File: config.mk
export PLATFORM = sky130hd
export DESIGN_NAME = div_share_ctrl
export DESIGN_NICKNAME = d
export VERILOG_FILES = /design/src/rtl/div_ctrl_pkg.sv /design/src/rtl/div_nr_step.sv /design/src/rtl/div_share_ctrl.sv
export SDC_FILE = /design/constraint.sdc
export NUM_CORES = 1
export LEC_CHECK = 0
export CORE_ASPECT_RATIO = 1.75
export CORE_UTILIZATION = 55
export CTS_BUF_LIST = sky130_fd_sc_hd__clkbuf_8 sky130_fd_sc_hd__clkbuf_16
export DETAILED_ROUTE_END_ITERATION = 12
export PLACE_DENSITY = 0.81
export SYNTH_ARGS = -nofsm -noshare
export SYNTH_HDL_FRONTEND = slang
export SYNTH_SLANG_ARGS = --single-unit
File: constraint.sdc
create_clock -name clk -period 3.6 [get_ports clk]
set_clock_uncertainty 0.05 [all_clocks]
set_input_delay 0.36 -clock clk [delete_from_list [all_inputs] [get_ports clk]]
set_output_delay 0.36 -clock clk [all_outputs]
set_load 0.03 [all_outputs]
File: src/rtl/div_ctrl_pkg.sv
// Shared types and defaults for the two-requester shared divider.
package div_ctrl_pkg;
  localparam int DW_DEF    = 8;
  localparam int BW_DEF    = 4;
  localparam int ITERS_DEF = DW_DEF;

  // Quotient reported on divide-by-zero; sliced to DW at the use site.
  localparam logic [31:0] DBZ_QUOT = '1;

  typedef enum logic [1:0] {
    S_IDLE,
    S_ITER,
    S_CORR,
    S_DONE
  } state_t;
endpackage

File: src/rtl/div_nr_step.sv
// One non-restoring divide step; add_only turns it into the final remainder fix-up.
module div_nr_step #(
  parameter int DW = 8,
  parameter int BW = 4
) (
  input  logic signed [DW:0]   rem,
  input  logic        [DW-1:0] quot,
  input  logic        [BW-1:0] b,
  input  logic                 add_only,
  output logic signed [DW:0]   rem_nxt,
  output logic        [DW-1:0] quot_nxt
);
  logic [DW:0] sh;
  logic [DW:0] bz;

  // Next dividend bit shifts out of the quotient MSB into the remainder LSB.
  assign sh = {rem[DW-1:0], quot[DW-1]};
  assign bz = {{(DW+1-BW){1'b0}}, b};

  always_comb begin
    rem_nxt  = rem;
    quot_nxt = quot;
    if (add_only) begin
      rem_nxt = rem + bz;
    end else begin
      rem_nxt  = rem[DW] ? sh + bz : sh - bz;
      quot_nxt = {quot[DW-2:0], ~rem_nxt[DW]};
    end
  end
endmodule

File: src/rtl/div_share_ctrl.sv
// Round-robin shared iterative divider: two requesters, one operation in flight.
module div_share_ctrl
  import div_ctrl_pkg::*;
#(
  parameter int DW    = DW_DEF,
  parameter int BW    = BW_DEF,
  parameter int ITERS = DW
) (
  input  logic          clk,
  input  logic          rst,
  input  logic          req0_valid,
  output logic          req0_ready,
  input  logic [DW-1:0] req0_a,
  input  logic [BW-1:0] req0_b,
  input  logic          req1_valid,
  output logic          req1_ready,
  input  logic [DW-1:0] req1_a,
  input  logic [BW-1:0] req1_b,
  output logic          rsp_valid,
  input  logic          rsp_ready,
  output logic          rsp_id,
  output logic [DW-1:0] rsp_quot,
  output logic [DW-1:0] rsp_rem,
  output logic          rsp_dbz,
  output logic          busy
);
  localparam int CW = $clog2(ITERS + 1);
  localparam logic [CW-1:0] LAST = CW'(ITERS - 1);

  state_t             state;
  logic               last;
  logic [CW-1:0]      cnt;
  logic signed [DW:0] rem;
  logic [DW-1:0]      quot;
  logic [BW-1:0]      b;
  logic signed [DW:0] rem_nxt;
  logic [DW-1:0]      quot_nxt;

  logic          idle, gnt1, accept;
  logic [DW-1:0] acc_a;
  logic [BW-1:0] acc_b;

  // last holds the previously granted id; reset to 1 so req0 wins the first tie.
  assign idle       = (state == S_IDLE);
  assign gnt1       = req1_valid & (~req0_valid | ~last);
  assign req1_ready = idle & gnt1;
  assign req0_ready = idle & req0_valid & ~gnt1;
  assign accept     = req0_ready | req1_ready;
  assign acc_a      = gnt1 ? req1_a : req0_a;
  assign acc_b      = gnt1 ? req1_b : req0_b;

  div_nr_step #(.DW(DW), .BW(BW)) u_step (
    .rem      (rem),
    .quot     (quot),
    .b        (b),
    .add_only (state == S_CORR),
    .rem_nxt  (rem_nxt),
    .quot_nxt (quot_nxt)
  );

  always_ff @(posedge clk or posedge rst) begin
    if (rst) begin
      state     <= S_IDLE;
      last      <= 1'b1;
      cnt       <= '0;
      rem       <= '0;
      quot      <= '0;
      b         <= '0;
      rsp_valid <= 1'b0;
      rsp_id    <= 1'b0;
      rsp_quot  <= '0;
      rsp_rem   <= '0;
      rsp_dbz   <= 1'b0;
      busy      <= 1'b0;
    end else begin
      case (state)
        S_IDLE: if (accept) begin
          last   <= gnt1;
          rsp_id <= gnt1;
          b      <= acc_b;
          quot   <= acc_a;
          rem    <= '0;
          cnt    <= '0;
          busy   <= 1'b1;
          if (acc_b == '0) begin
            rsp_dbz   <= 1'b1;
            rsp_quot  <= DBZ_QUOT[DW-1:0];
            rsp_rem   <= acc_a;
            rsp_valid <= 1'b1;
            state     <= S_DONE;
          end else begin
            rsp_dbz <= 1'b0;
            state   <= S_ITER;
          end
        end
        S_ITER: begin
          rem  <= rem_nxt;
          quot <= quot_nxt;
          cnt  <= cnt + CW'(1);
          if (cnt == LAST) state <= S_CORR;
        end
        S_CORR: begin
          if (rem[DW]) rem <= rem_nxt;
          rsp_quot  <= quot;
          rsp_rem   <= rem[DW] ? rem_nxt[DW-1:0] : rem[DW-1:0];
          rsp_valid <= 1'b1;
          state     <= S_DONE;
        end
        S_DONE: if (rsp_ready) begin
          rsp_valid <= 1'b0;
          busy      <= 1'b0;
          state     <= S_IDLE;
        end
        default: state <= S_IDLE;
      endcase
    end
  end
endmodule

# == Word level (Yosys, flattened, before mapping) ==
# Cells that the tools add are included.
# op_classes
add_sub_neg,4
mul,0
n_div,0
magnitude_cmp,0
eq_ne,10
n_shift,0
muxes,31
n_bitwise,10
n_reduce_logical,16
# ops
op,n
2-to-1 mux 8 bit,8
one-hot mux 8 bit (2 select lines),3
2-to-1 mux 9 bit,4
one-hot mux 9 bit (3 select lines),1
adder 9 x 4 -> 9 bit,2
AND reduction 3 bit,5
subtractor 9 x 4 -> 9 bit,1
2-to-1 mux 2 bit,4
2-to-1 mux 4 bit,2
!= test 2 bit (second input constant),4
one-hot mux 2 bit (4 select lines),1
one-hot mux 4 bit (2 select lines),1
AND reduction 2 bit,3
nonzero test 2 bit,3
nonzero test 3 bit,2
2-to-1 mux 1 bit,5
adder 4 x 1 -> 4 bit (second input constant),1
bitwise AND 1 bit,4
equality test 2 bit (second input constant),2
equality test 4 x 3 -> 1 bit (second input constant),1
zero test 4 bit,1
!= test 2 x 1 -> 1 bit (second input constant),2
NOT 1 bit,4
AND reduction 4 bit,1
other kinds (5),6
# totals
register_bits,48
latch_bits,0
mem_bits_rw,0
mem_bits_ro,0
input_bits,29
out_inout_bits,22
n_memories,0

# == Depth between registers and ports, before layout ==
# depth
depth_word,8
mapped_depth,10
mapped_depth_nobuf,10

# == By module ==
# Synthesis repeated with hierarchy kept, for this count alone.
# hier_totals
cells_unflattened,352
hier_area_um2,3348.2
# modules_own_cells
module,n_inst,cells_per_inst,area_each_um2,seq_area_each_um2
div_share_ctrl,1,248,2521.2,1202.4
div_nr_step,1,104,827.0,0.0

# == Worst setup path after synthesis ==
# Ideal clock, no wire load.
# synth_timing
kind,flip-flop to flip-flop
startpoint,register rem[8]
endpoint,register rem[8]
setup_ps,126
arrival_ps,2416
t_required_ps,3424
path_slack_ps,1008
stages_incl_launch_ff,10
cell_sequence,dfrtp_1 > buf_2 > buf_1 > mux2_2 > fa_1 > a21oi_1 > o211ai_1 > o21ai_0 > xnor2_1 > a221o_1
# synth_via
elab_chain_len,4
elab_cells_between_ends,5
# synth_lines
element,line_no,text
"start, declared",div_share_ctrl.sv:33,logic signed [DW:0] rem;
"start signal, assigned",div_share_ctrl.sv:97,rem <= rem_nxt;
"start signal, assigned",div_share_ctrl.sv:103,if (rem[DW]) rem <= rem_nxt;
adder 9 x 4 -> 9 bit / 2-to-1 mux 9 bit (equally long branches),"div_nr_step.sv:24, div_nr_step.sv:26",
2-to-1 mux 9 bit,div_nr_step.sv:23,if (add_only) begin
2-to-1 mux 9 bit,div_share_ctrl.sv:103,
one-hot mux 9 bit (3 select lines) *,div_share_ctrl.sv:76,case (state)
# Every way passes the cells marked *; elsewhere a longest branch is shown, timed or not. The select of a mux whose other input is x is not followed.
# A chain may end at the register's enable or synchronous reset.

# == Final worst setup path ==
# Ends and elaborated chain as after synthesis.

==> results.toml <==
[global_route]
grt_pass1_wl_um = 13900
grt.total_usage = 0.291
overflow = 0
grt_max_degree = 49
antenna_found_initial = 0
grt_pass1_vias = 2971

[clocking]
cts.sinks = 48
clkLatencyLatePin_ns = 0.31
cts_tree = "done"
clk_path_buf_depth = 2
cts-root-buf = "clkbuf_8"
postCtsHoldBufs = 0
postCtsSetupRepairBufs = 0
cts.repair.resized = 0
clk_pin_slew_worst_paths_ns = 0.09
htree_levels = 2
cts_made_buffers = 5

[sta]
hold_violations = 0
finalSetupTns_ns = 0
fin_crit_sh = 0.796
fmax_ghz = 0.349
layout_min_cycle_time_ns = 2.87
rsz0062_at_grt = "no"
drv_slew = 0
holdWs_ns = 0.435
setup_viol = 0
post-route-worst-setup-slack_ns = 0.735
tightest_slew_ns = 0.991
relSlewSlack = 0.339

[die]
rows = 36
die_area_um2 = 6310
core_area_um2 = 5680
ios = 51
start_util = 0.580
die_w_um = 60.5
die_y_um = 104

[critical_path]
start_kind = "flop"
crit_arrival_ns = 3.02
required_ns = 3.75
cpMaxStageDelayCell = "dfrtp_1"
critical_path.max_stage_delay_ns = 0.75
critPathTopFamily = "compound AO/OA/AOI/OAI gates"
end_kind = "flop"
cp.buffers_inverters = 0
path_cells = "mux2_2 -> fa_1 -> a21oi_1 -> o211ai_1 -> o21ai_0 -> xnor2_1 -> a221o_1"
worstSetupPathType = "reg2reg"
cp_max_fo = 19

[logic_synthesis]
async_reset_ff_frac = 1.00
synth_cell_types = 60
synth.area.top_cells = "dfrtp_1 (36%), ha_1 (8.0%), mux2i_1 (6.4%)"
yosys.area.top_type = "dfrtp_1"
syn_area_um2 = 3290
synth_edf_count = 0
yosysSeqAreaShare = 0.365
syn_inst = 359
yosysTopAreaCellShare = 0.357
synth_seq_cells = 48
synth_top_flop_cell = "dfrtp_1"
synth.net_count = 411
syn_area_per_cell_um2 = 9.17
synth_warnings = 0

[power_and_ir_drop]
vdd_drop_max_mv = 0.663
pwr-share-seq = 0.264
clockPowerShare = 0.104
p_switching_uw = 1790
p_sw_frac = 0.471
leakagePower_uw = 0.00170
p_int_uw = 2010
p_per_area_nw_per_um2 = 956
combPwrFrac = 0.632

[final_layout]
fin_nets = 459
synthToLayoutAreaGrowth_pct = 20.9
diodes = 0
postLayoutCoreUtil = 0.701
drive_gt1_frac = 0.0809
layout_common_cells = "clkdlybuf4s50_1 (50), dfrtp_1 (47), nand2_1 (40)"
layout_commonest_cell = "clkdlybuf4s50_1"

[place]
gp_congestion = 0.873
dpl_worst_slack_ns = 0.790
dp_hpwl_um = 6410
io_buffers = 50

[status]
status = "completed"

[job]
maxCapViolations = 0

[route]
drc = 0
vias = 2942
drtIter0Drc = 187
ant_nets = 0
vias_per_cell = 6.08
drtPass1Iterations = 4
wl_um = 8410
drt-wirelength-per-cell_um = 17.4

[hold_path]
hp-class = "reg2reg"
[kinds of logic after synthesis]
| kind of cell | Yosys count | share of synthesized area |
|---|---|---|
| compound gates | 113 | 0.230 |
| xor+xnor | 12 | 0.0319 |
| fa+ha+maj | 23 | 0.0920 |
| buf+inv | 31 | 0.0388 |
| flops | 48 | 0.365 |
| mux | 29 | 0.0920 |
| simple gates | 103 | 0.149 |
[worst paths after layout]
| path | startpoint | cells past startpoint | slack [ns] | endpoint |
|---|---|---|---|---|
| max in group asynchronous | rst | 2 | 2.34 | cnt[3] |
| worst max-delay path | rem[8] | 7 | 0.73 | rem[8] |
| min in group asynchronous | rst | 2 | 0.53 | rem[5] |
| worst max register to register | rem[8] | 7 | 0.73 | rem[8] |
| worst min register to register | rsp_id | 1 | 0.44 | rsp_id |
| worst min-delay path | rsp_id | 1 | 0.44 | rsp_id |
[layer usage]
metal / routed length (um) / track usage / vias to the layer above
met5: 0 / 0 / -
met4: 418 / 0.153 / 0
met3: 368 / 0.0460 / 32
met2: 4380 / 0.489 / 104
met1: 3240 / 0.339 / 1392
li1: - / - / 1414
[cell type report]
| type | instances | area (um^2) |
|---|---|---|
| multi-input cells | 280 | 1960 |
| inverters | 16 | 60.1 |
| fillers | 468 | 1700 |
| flip-flops and latches | 48 | 1200 |
| clock buffers | 5 | 68.8 |
| repair buffers | 56 | 546 |
| well taps | 76 | 95.1 |
| clock inverters | 3 | 42.5 |
[power groups by stage]
stage / clock network, uW / logic (uW) / registers, uW
after floorplan: 0 / 1520 / 1150
after global placement: 0 / 2330 / 999
after detailed placement: 0 / 2370 / 1010
after CTS: 399 / 2390 / 1000
after global routing: 415 / 2640 / 1040
final: 394 / 2410 / 1000
[worst register-to-register path, cell delays in order (launching register included)]
cell and delay (ns):
dfrtp_1 0.75, mux2_2 0.44, fa_1 0.46, a21oi_1 0.27, o211ai_1 0.15, o21ai_0 0.14
xnor2_1 0.14, a221o_1 0.36
[state kept, by name, summed over array words and instances (netlist names)]
signal / cells
rem: 9
rsp_valid: 1
rsp_dbz: 1
rsp_quot: 8
cnt: 4
quot: 8
last: 1
busy: 1
state: 2
rsp_rem: 8
rsp_id: 1
b: 4
[metrics by stage]
| step | power, uW | cell area (um^2) | instances |
|---|---|---|---|
| 4_1_cts | 3790 | 3980 | 484 |
| 6_report | 3800 | 3980 | 484 |
| 3_3_place_gp | 3330 | 3870 | 476 |
| 5_1_grt | 4090 | 3980 | 484 |
| 3_5_place_dp | 3380 | 3870 | 476 |
| 2_1_floorplan | 2670 | 3290 | 359 |
[synth_stat cells (2+ instances only)]
library cell	count
nand4_1	3
nand2_1	40
fa_1	2
a21oi_1	26
buf_4	2
clkbuf_1	9
nor2b_1	2
buf_2	3
o211ai_1	5
xor2_1	5
o21ai_0	28
o221a_2	2
dfrtp_1	47
nand3b_1	2
nor2_1	21
o22a_1	9
inv_1	15
nor3_1	5
a31oi_1	2
mux2_2	7
a221o_1	2
o31ai_1	7
mux2i_1	21
nand2b_1	5
nor4_1	3
nand3_1	7
a221oi_1	2
and2_1	4
a21o_1	8
o21ai_1	2
o21a_1	3
and3_1	2
a211oi_1	3
ha_1	21
xnor2_1	7
or3_1	2
nor3b_1	2
Power figures use the tool's default switching activity.
